[config.mk]
export PLATFORM = sky130hd
export DESIGN_NAME = sram_write_req_queue
export DESIGN_NICKNAME = d
export VERILOG_FILES = /design/src/rtl/sram_write_req_queue.sv
export SDC_FILE = /design/constraint.sdc
export NUM_CORES = 1
export LEC_CHECK = 0
export CAP_MARGIN = 10
export CORE_UTILIZATION = 30
export CTS_CLUSTER_SIZE = 24
export DETAILED_ROUTE_END_ITERATION = 10
export HOLD_SLACK_MARGIN = 0.15
export REMOVE_ABC_BUFFERS = 1
export SLEW_MARGIN = 0
export SYNTH_ARGS = -nofsm -noshare
export SYNTH_HDL_FRONTEND = slang
export SYNTH_SLANG_ARGS = --single-unit
[constraint.sdc]
create_clock -name CLK -period 3.8 [get_ports CLK]
set_clock_uncertainty 0.05 [all_clocks]
set_input_delay 0.38 -clock CLK [delete_from_list [all_inputs] [get_ports CLK]]
set_output_delay 0.38 -clock CLK [all_outputs]
set_load 0.01 [all_outputs]
[src/rtl/sram_write_req_queue.sv]
// In-order FIFO between the SRAM write latch and the scratchpad SRAM write port.
// Raises be_stall early enough that a latched write request is never lost under back-pressure.
package scpad_pkg;
    typedef struct packed {
        logic [9:0]  addr;
        logic [31:0] wdata;
    } sram_write_req_t;
endpackage

module sram_write_req_queue #(
    parameter int DEPTH        = 4,
    parameter int STALL_MARGIN = 1,
    parameter int REQ_W        = $bits(scpad_pkg::sram_write_req_t)
) (
    input  logic                       CLK,
    input  logic                       nRST,
    input  logic [REQ_W-1:0]           req_in,
    input  logic                       req_in_valid,
    output logic                       be_stall,
    output logic [REQ_W-1:0]           sram_wr_req,
    output logic                       sram_wr_valid,
    input  logic                       sram_wr_ready,
    input  logic                       flush,
    output logic [$clog2(DEPTH+1)-1:0] occupancy,
    output logic                       overflow_err,
    output logic                       idle
);
    localparam int PW = $clog2(DEPTH);
    localparam int CW = $clog2(DEPTH + 1);
    localparam logic [CW-1:0] DEPTH_C  = CW'(DEPTH);
    localparam logic [CW-1:0] MARGIN_C = CW'(STALL_MARGIN);

    logic [REQ_W-1:0] mem_r [DEPTH];
    logic [PW-1:0]    wptr_r;
    logic [PW-1:0]    rptr_r;
    logic [CW-1:0]    count_r;
    logic             overflow_r;

    logic             pop_s;
    logic             push_ok_s;
    logic             drop_s;
    logic             wr_en_s;
    logic [CW-1:0]    free_s;

    // Handshake decode; a full queue still accepts a push when the head leaves this cycle.
    always_comb begin
        pop_s     = 1'b0;
        push_ok_s = 1'b0;
        drop_s    = 1'b0;
        wr_en_s   = 1'b0;
        free_s    = DEPTH_C - count_r;
        pop_s     = (count_r != {CW{1'b0}}) & sram_wr_ready;
        push_ok_s = req_in_valid & ((count_r != DEPTH_C) | pop_s);
        drop_s    = req_in_valid & ~push_ok_s;
        if (flush || !nRST) begin
            wr_en_s = 1'b0;
        end else begin
            wr_en_s = push_ok_s;
        end
    end

    // Payload storage; contents are left unreset since pointers define validity.
    always_ff @(posedge CLK) begin
        if (wr_en_s) begin
            mem_r[wptr_r] <= req_in;
        end
    end

    // Pointers, occupancy and sticky overflow; flush outranks any concurrent push or pop.
    always_ff @(posedge CLK) begin
        if (!nRST) begin
            wptr_r     <= {PW{1'b0}};
            rptr_r     <= {PW{1'b0}};
            count_r    <= {CW{1'b0}};
            overflow_r <= 1'b0;
        end else if (flush) begin
            wptr_r     <= {PW{1'b0}};
            rptr_r     <= {PW{1'b0}};
            count_r    <= {CW{1'b0}};
            overflow_r <= 1'b0;
        end else begin
            if (push_ok_s) begin
                wptr_r <= wptr_r + {{(PW-1){1'b0}}, 1'b1};
            end
            if (pop_s) begin
                rptr_r <= rptr_r + {{(PW-1){1'b0}}, 1'b1};
            end
            if (push_ok_s && !pop_s) begin
                count_r <= count_r + {{(CW-1){1'b0}}, 1'b1};
            end else if (pop_s && !push_ok_s) begin
                count_r <= count_r - {{(CW-1){1'b0}}, 1'b1};
            end
            if (drop_s) begin
                overflow_r <= 1'b1;
            end
        end
    end

    // Output decode is purely from registered state (idle also looks at the incoming pulse).
    always_comb begin
        sram_wr_valid = (count_r != {CW{1'b0}});
        sram_wr_req   = mem_r[rptr_r];
        be_stall      = (free_s <= MARGIN_C);
        occupancy     = count_r;
        overflow_err  = overflow_r;
        idle          = (count_r == {CW{1'b0}}) & ~req_in_valid;
    end
endmodule

==> results of run 1 <==
-- state kept, by name, summed over array words and instances (netlist names), named ones only --
signal	cells
occupancy	3
mem_r	168
wptr_r	2
overflow_err	1
rptr_r	2
-- cell type report --
type                    count  area [sq um]
flip-flops and latches    178          5250
repair buffers            100           988
inverters                   7          26.3
clock buffers              17           425
fillers                  1949         13300
well taps                 280           350
clock inverters            15           130
diodes                      1          2.50
multi-input cells          85          1300
-- cell usage after synthesis, types with 2 or more instances --
cell | n | area [sq um]
inv_1 | 7 | 26.3
nand2_1 | 4 | 15.0
nor2_1 | 8 | 30.0
edfxtp_1 | 168 | 5040
mux4_1 | 2 | 52.6
xor2_1 | 4 | 35.0
mux2i_1 | 3 | 30.0
dfxtp_1 | 10 | 200
and3_1 | 4 | 25.0
buf_12 | 4 | 80.1
buf_2 | 4 | 20.0
mux4_2 | 40 | 901
ha_1 | 9 | 113
-- placed cells by master, fill, tap and decap left out, types with 2 or more instances in the layout --
master / netlist / layout
and3_2: 0 / 4
buf_4: 0 / 5
clkbuf_16: 0 / 17
clkdlybuf4s50_1: 0 / 95
clkinv_1: 0 / 3
clkinv_2: 0 / 3
dfxtp_1: 10 / 8
edfxtp_1: 168 / 168
ha_1: 9 / 9
inv_1: 7 / 7
inv_6: 0 / 4
inv_8: 0 / 2
mux2i_1: 3 / 3
mux4_1: 2 / 2
mux4_2: 40 / 40
nand2_1: 4 / 4
nor2_1: 8 / 8
xor2_1: 4 / 4
-- worst min-delay path, cell delays in order (launching register included) --
cell     delay, ns
dfxtp_1       0.34
a31oi_1       0.05
nor2_1        0.08
-- metrics by stage --
stage | instance area, sq um | utilization (%)
2_1_floorplan | 6570 | -
3_3_place_gp | 7920 | 36.3
3_5_place_dp | 7920 | 36.3
4_1_cts | 8470 | 38.8
5_1_grt | 8470 | 38.8
6_report | 8470 | 38.8
-- layer usage --
layer	up-vias	routed length [microns]
met5	-	0
met4	0	214
met3	17	790
met2	83	6310
met1	1552	4970
li1	1382	-
-- cells by family (layout without fill, tap and decap cells) --
kind of cell               count (synthesis)  count (layout)  share of synthesized area, %
AOI/OAI and AO/OA                          5               5                         0.524
xor gates and xnor gates                   4               4                         0.524
adders and majority gates                 10              10                          1.98
buffers and inverters                     17             139                          2.12
DFF                                      178             178                          78.5
muxes                                     45              45                          14.7
other                                      0               1                             0
and+or+nand+nor                           21              21                          1.65
-- final timing paths --
kind	start	end	slack (ns)	cells past startpoint
setup reg to reg	occupancy[0]	occupancy[2]	0.93	11
hold reg to reg	overflow_err	overflow_err	0.45	2
hold / removal	overflow_err	overflow_err	0.45	2
setup / recovery	register	sram_wr_req[10]	0.81	3
-- power by group --
group	internal, uW	switching, uW	total [uW]
logic	174	116	289
clock network	908	717	1630
registers	2170	27.4	2200
==> out/qor.yml, run 1 <==
drt:
  wire_per_inst_microns: 18.0
  routed_wl_microns: 12300
  viasPerCell: 4.44
  ant_nets: 0
  num_vias: 3034
  drt-initial-drc-count: 130
  first_pass_iters: 6
  remaining_drc_errors: 0
grt:
  grt_util_met1_pct: 13.3
  grt_pass1_vias: 3271
  gr-usage-met2_pct: 19.7
  grtUsageMet3_pct: 4.04
  grt_pass1_wl_microns: 18700
  antenna_found_initial: 0
  grt-ovfl-total: 0
  grt_usage_pct: 11.7
  grt_start_max_net_pins: 43
  top_usage_layer: "met2"
yosys:
  synth_cell_type_count: 26
  synth_ff_type: "edfxtp_1"
  synth-seq-cells: 178
  ys_warn_count: 0
  syn_inst: 280
  syn_area_sq_mm: 0.00668
  synth_edf_count: 168
  synth_area_per_cell_sq_um: 23.9
  seq_area_frac_synth_pct: 78.5
  ys_async_sr_fraction_pct: 0
sta:
  hold_viol: 0
  tightest_slew_ns: 0.893
  post-route-worst-setup-slack_ns: 0.811
  timing.hold.ws_ns: 0.452
  grt_setup_unrepaired: "false"
  slew_viol_final: 0
  fmax_mhz: 335
  slew-limit-headroom_pct: 40.5
  min_period_ns: 2.99
  final.period_utilization_pct: 78.7
  fin_tns_setup_ns: 0
  finalSetupViolCount: 0
worst_setup_path:
  critPathBufInv: 2
  crit_type: "reg -> out"
  crit_required_ns: 3.37
  start_kind: "register"
  cp_max_fo: 29
  max_stage_delay_ns: 0.88
  arrival_ns: 2.56
  crit_family: "flip-flops"
  end_kind: "output pin"
  slowest_stage: "dfxtp_2"
  cp_cell_sequence: "buf_4 -> mux4_2 -> clkdlybuf4s50_1"
final_layout:
  syn_to_final_growth_pct: 26.8
  finalNonFillerCells: 683
  drive_gt1_share_pct: 20.4
  final_nets: 446
placed_design:
  place_ws_ns: 0.908
  dpl.cell_count: 650
  place_congestion: 0.702
  io_buffers: 95
  hpwlAfterDp_microns: 7440
clock_network:
  cts.sinks: 178
  clk_path_buf_depth: 2
  cts.clk_slew.worst_paths_ns: 0.06
  post_cts_resized: 0
  htree_levels: 4
  post_cts_buffers: 0
  cts_buffers: 17
  cts-hold-fix-buffers: 0
  cts_tree: "yes"
  root_buffer: "clkbuf_16"
  insertion_delay_ns: 0.42
worst_hold_path:
  hold_path_class: "reg -> reg"
power_and_ir_drop:
  ir_drop_uv: 306
  p_leak_uw: 0.00268
  p_per_area_mw_per_mm2: 486
  total_power_uw: 4120
floorplanning:
  die_w_microns: 151
  die_area_sq_mm: 0.0229
  start_util_pct: 30.6
  pin_count: 96
  num_rows: 54
  coreArea_sq_mm: 0.0218
  die_h_microns: 151
run:
  maxCapViolations: 0
status:
  status: "finished clean"
(Power assumes the default switching activity.)
==> inputs of run 2 (changes only) <==
clock period = 2.6 ns   (was 3.8 ns; I/O delays follow)
==> run 2 against run 1 <==
  * Clock-buffer cell count is 1 higher
  * Worst hold slack worse by 0.024 ns
  * Routed wire length is 0.85% lower
  * Core utilization up 0.78 points
  * Cell area is 2.0% higher
  * Sequential share of layout area down 1.2 points
  * Sequential power grew 45%
  * Via count grew 0.73%
  * Combinational power grew 63%
  * Worst setup slack got worse by 0.68 ns
  * Clock power rose by 53%
  * Largest power group unchanged
  * Highest routed layer unchanged
==> out/qor.yml, run 2 (synthesized netlist as in run 1, its figures left out) <==
status:
  status: "finished clean"  # unchanged
worst_setup_path:
  arrival_ns: 2.16  # was 2.56 ns
  crit_type: "reg -> out"  # unchanged
  r2r-end: "occupancy[2]"  # unchanged
  cp_max_fo: 29  # unchanged
  crit_required_ns: 2.29  # was 3.37 ns
  crit_family: "buffers and inverters"  # was flip-flops
  reg2reg_depth: 11  # unchanged
  r2r_slack_ns: 0.14  # was 0.93 ns
  cp_cell_sequence: "buf_12 -> mux4_1 -> clkdlybuf4s50_1"  # was buf_4 -> mux4_2 -> clkdlybuf4s50_1
  slowest_stage: "mux4_1"  # was dfxtp_2
  start_kind: "register"  # unchanged
  worstReg2RegStart: "occupancy[0]"  # unchanged
  critPathBufInv: 2  # unchanged
  max_stage_delay_ns: 0.60  # was 0.88 ns
  end_kind: "output pin"  # unchanged
drt:
  first_pass_iters: 4  # was 6
  viasPerCell: 4.42  # was 4.44
  wire_per_inst_microns: 17.6  # was 18.0 microns
  remaining_drc_errors: 0  # unchanged
  num_vias: 3056  # was 3,034
  routed_wl_microns: 12200  # was 12,300 microns
  drt-initial-drc-count: 147  # was 130
  ant_nets: 0  # unchanged
sta:
  min_period_ns: 2.47
  slew-limit-headroom_pct: 70.3  # was 40.5%
  fin_tns_setup_ns: 0  # unchanged
  final.period_utilization_pct: 94.8
  tightest_slew_ns: 0.444  # was 0.893 ns
  grt_setup_unrepaired: "false"  # unchanged
  slew_viol_final: 0  # unchanged
  hold_viol: 0  # unchanged
  finalSetupViolCount: 0  # unchanged
  fmax_mhz: 406
final_layout:
  largest_register_ffs: 168  # unchanged
  fin_util_pct: 39.6  # was 38.8%
  layout_common_cells: "edfxtp_1 (168), clkdlybuf4s50_1 (95), mux4_2 (40), clkbuf_16 (17), buf_4 (10)"  # was edfxtp_1 (168), clkdlybuf4s50_1 (95), mux4_2 (40), clkbuf_16 (17), ha_1 (9)
  antenna_cells: 0  # was 1
  fillers: 1940  # was 1,949
  layout_commonest_cell: "edfxtp_1"  # unchanged
  max_flop_register: "mem_r"  # unchanged
  syn_to_final_growth_pct: 29.4  # was 26.8%
  drive_gt1_share_pct: 23.3  # was 20.4%
  stdcell_area_sq_mm: 0.00864  # was 0.00847 sq mm
  final_nets: 456  # was 446
  finalNonFillerCells: 692  # was 683
floorplanning:
  die_w_microns: 151  # unchanged
  start_util_pct: 30.6  # unchanged
  coreArea_sq_mm: 0.0218  # unchanged
  num_rows: 54  # unchanged
  die_area_sq_mm: 0.0229  # unchanged
  die_h_microns: 151  # unchanged
  pin_count: 96  # unchanged
power_and_ir_drop:
  p_leak_uw: 0.00276  # was 0.00268 uW
  total_power_uw: 6150  # was 4120 uW
  p_per_area_mw_per_mm2: 712  # was 486 mW/mm^2
  p_clk_share_pct: 40.5  # was 39.5%
  p_seq_share_pct: 51.8  # was 53.5%
  ir_drop_uv: 389  # was 306 uV
  switching_power_uw: 1270  # was 861 uW
  intPower_uw: 4880  # was 3250 uW
  p_comb_share_pct: 7.7  # was 7.0%
  netSwitchingFraction_pct: 20.7  # was 20.9%
placed_design:
  io_buffers: 95  # unchanged
  dpl.cell_count: 660  # was 650
  hpwlAfterDp_microns: 7530  # was 7440 microns
  place_congestion: 0.693  # was 0.702
  place_area_sq_mm: 0.00805  # was 0.00792 sq mm
clock_network:
  cts.sinks: 178  # unchanged
  cts-hold-fix-buffers: 0  # unchanged
  root_buffer: "clkbuf_16"  # unchanged
  post_cts_buffers: 0  # unchanged
  cts_tree: "yes"  # unchanged
  clk_path_buf_depth: 2  # unchanged
  cts.clk_slew.worst_paths_ns: 0.07  # was 0.06 ns
  cts_buffers: 17  # unchanged
  htree_levels: 4  # unchanged
  insertion_delay_ns: 0.41  # was 0.42 ns
worst_hold_path:
  hold_path_class: "in -> reg"  # was reg -> reg
  min-delay-start: "req_in[20]"  # was overflow_err
  worstHoldEndpoint: "mem_r[1][20]"  # was overflow_err
  hold_path_depth: 1  # was 2
grt:
  grt_usage_pct: 11.2  # was 11.7%
  grt-ovfl-total: 0  # unchanged
  antenna_found_initial: 0  # unchanged
  grt_pass1_wl_microns: 18200  # was 18,700 microns
  grt_pass1_vias: 3300  # was 3,271
  grt_start_max_net_pins: 30  # was 43
run:
  maxCapViolations: 0  # unchanged
==> run 2: per-layer routing <==
metal / GRT usage (%) / up-vias / wire, microns
met4: 3.60 / 0 / 125
met1: 13.6 / 1577 / 5310
met3: 3.77 / 11 / 542
met2: 18.7 / 67 / 6210
met5: 0 / - / 0
li1: - / 1401 / -
==> run 2: worst max-delay path by stage <==
stage | start | end | slack, ns | cells after the start
2_1_floorplan | occupancy[0] | mem_r[0][0] | -0.33 | 6
3_3_place_gp | occupancy[0] | occupancy[2] | 0.18 | 11
3_5_place_dp | occupancy[0] | occupancy[2] | 0.06 | 11
4_1_cts | occupancy[0] | occupancy[2] | 0.06 | 11
5_1_grt | occupancy[0] | occupancy[2] | 0.0008 | 11
6_report | register | sram_wr_req[0] | 0.13 | 3
==> run 2: cell type report <==
class                           count  area, sq um  area share, %
Timing Repair Buffer              110         1130           13.0
Tap cell                          280          350           4.05
Multi-Input combinational cell     85         1310           15.1
Clock inverter                     14          154           1.78
Clock buffer                       18          429           4.96
Inverter                            7         26.3          0.304
Sequential cell                   178         5250           60.7
==> run 2: power by group through the flow <==
| stage | combinational (uW) | clock [uW] | sequential, uW |
|---|---|---|---|
| after global routing | 512 | 2660 | 3190 |
| after floorplan | 184 | 0 | 3270 |
| after CTS | 479 | 2560 | 3190 |
| after detailed placement | 476 | 0 | 3250 |
| after global placement | 465 | 0 | 3250 |
| final | 472 | 2490 | 3190 |
==> run 2: what timing repair did <==
item | 4_1_cts | 5_1_grt
gates resized for setup | 0 | 3
endpoints found under the setup margin | 0 | 1
hold endpoints to repair | 0 | 0
==> run 2: metrics by stage <==
stage                     setup slack, ns  hold slack (ns)
final                               0.134            0.428
after global routing             0.000828            0.399
after CTS                          0.0591            0.398
after detailed placement           0.0648            0.433
after global placement              0.184            0.420
after floorplan                    -0.328            0.309
==> inputs of run 3 (changes only) <==
RECOVER_POWER = 100   (was unset)
==> run 3 against run 2 <==
  * Clock-buffer cell count is the same
  * Die area is the same
  * Fmax shrank 1.6%
  * Via count grew 0.56%
  * Highest routed layer is now met5
  * Cell area shrank 0.69%
==> out/qor.yml, run 3 (synthesized netlist as in run 1, its figures left out) <==
clock_network:
  root_buffer: "clkbuf_16"  # unchanged
  post_cts_buffers: 0  # unchanged
  clk_path_buf_depth: 2  # unchanged
  insertion_delay_ns: 0.41  # about the same
  cts.clk_slew.worst_paths_ns: 0.07  # about the same
  htree_levels: 4  # unchanged
  cts_buffers: 17  # unchanged
  cts_tree: "yes"  # unchanged
  cts.sinks: 178  # unchanged
final_layout:
  fin_util_pct: 39.3  # was 39.6%
  finalNonFillerCells: 693  # was 692
  layout_common_cells: "edfxtp_1 (168), dlygate4sd3_1 (51), clkdlybuf4s50_1 (44), mux4_2 (40), clkbuf_16 (17)"  # was edfxtp_1 (168), clkdlybuf4s50_1 (95), mux4_2 (40), clkbuf_16 (17), buf_4 (10)
  final_nets: 456  # unchanged
  largest_register_ffs: 168  # unchanged
  drive_gt1_share_pct: 22.8  # was 23.3%
  syn_to_final_growth_pct: 28.5  # was 29.4%
  max_flop_register: "mem_r"  # unchanged
  layout_commonest_cell: "edfxtp_1"  # unchanged
drt:
  routed_wl_microns: 12200  # about the same
  remaining_drc_errors: 0  # unchanged
  wire_per_inst_microns: 17.6  # about the same
  viasPerCell: 4.43  # was 4.42
  first_pass_iters: 4  # unchanged
  ant_nets: 0  # unchanged
  drt-initial-drc-count: 146  # was 147
  num_vias: 3073  # was 3,056
run:
  maxCapViolations: 0  # unchanged
floorplanning:
  num_rows: 54  # unchanged
  start_util_pct: 30.6  # unchanged
  coreArea_sq_mm: 0.0218  # unchanged
  die_w_microns: 151  # unchanged
  die_area_sq_mm: 0.0229  # unchanged
  pin_count: 96  # unchanged
  die_h_microns: 151  # unchanged
placed_design:
  hpwlAfterDp_microns: 7530  # unchanged
  io_buffers: 95  # unchanged
  place_congestion: 0.693  # unchanged
  dpl.cell_count: 660  # unchanged
  place_ws_ns: 0.0648  # unchanged
sta:
  min_period_ns: 2.51  # was 2.47 ns
  post-route-worst-setup-slack_ns: 0.0943  # was 0.134 ns
  slew-limit-headroom_pct: 68.4  # was 70.3%
  grt_setup_unrepaired: "false"  # unchanged
  slew_viol_final: 0  # unchanged
  fin_tns_setup_ns: 0  # unchanged
  hold_viol: 0  # unchanged
  final.period_utilization_pct: 96.4  # was 94.8%
  timing.hold.ws_ns: 0.445  # was 0.428 ns
  finalSetupViolCount: 0  # unchanged
  fmax_mhz: 399  # was 406 MHz
  tightest_slew_ns: 0.474  # was 0.444 ns
worst_setup_path:
  arrival_ns: 2.20  # was 2.16 ns
  end_kind: "output pin"  # unchanged
  crit_required_ns: 2.29  # about the same
  start_kind: "register"  # unchanged
  crit_type: "reg -> out"  # unchanged
  cp_max_fo: 29  # unchanged
power_and_ir_drop:
  p_per_area_mw_per_mm2: 714  # was 712 mW/mm^2
  ir_drop_uv: 390  # was 389 uV
  p_leak_uw: 0.00277  # was 0.00276 uW
status:
  status: "finished clean"  # unchanged
grt:
  antenna_found_initial: 2  # was 0
  grt-ovfl-total: 0  # unchanged
  grt_usage_pct: 11.2  # unchanged
  grt_pass1_wl_microns: 18200  # unchanged
  grt_start_max_net_pins: 30  # unchanged
  grt_pass1_vias: 3300  # unchanged
worst_hold_path:
  hold_path_class: "reg -> reg"  # was in -> reg
-- run 3: repair_timing --
action,in CTS,in global routing
endpoints found under the setup margin,0,1
resized for setup,0,3
hold buffers,0,0
-- run 3: final timing paths --
kind                              startpoint               to  slack (ns)  depth (start not counted)
worst max-delay path                register  sram_wr_req[27]        0.09                          3
worst min-delay path            overflow_err     overflow_err        0.44                          2
worst max register to register  occupancy[0]     occupancy[2]        0.14                         11
worst min register to register  overflow_err     overflow_err        0.44                          2
-- run 3: stage by stage --
step           power (uW)  instance area, sq um
2_1_floorplan        3460                  6570
3_3_place_gp         3710                  8050
3_5_place_dp         3730                  8050
4_1_cts              6230                  8640
5_1_grt              6330                  8580
6_report             6130                  8580
-- run 3: layer usage --
layer | up-vias | wire, microns | track usage [%]
met5 | - | 13 | 0
met1 | 1586 | 5330 | 13.6
li1 | 1404 | - | -
met4 | 2 | 114 | 3.60
met2 | 70 | 6170 | 18.7
met3 | 11 | 547 | 3.77
-- run 3: final cells by class --
| class | instances | area [sq um] |
|---|---|---|
| fill | 1949 | 13200 |
| antenna | 1 | 2.50 |
| tap | 280 | 350 |
| clock inverter | 14 | 154 |
| clock buffer | 18 | 429 |
| inverter | 7 | 26.3 |
| sequential | 178 | 5250 |
| multi-input combinational | 85 | 1310 |
| timing repair buffer | 110 | 1060 |
-- run 3: power breakdown --
part / switching, uW / internal (uW)
Clock: 1060 / 1430
Sequential: 12.6 / 3180
Combinational: 198 / 248
Total: 1270 / 4850
-- run 3: critical path, cell delays in order, from the launching register on --
cell and delay (ns):
dfxtp_4 0.36, buf_12 0.25, mux4_2 0.53, dlygate4sd3_1 0.62
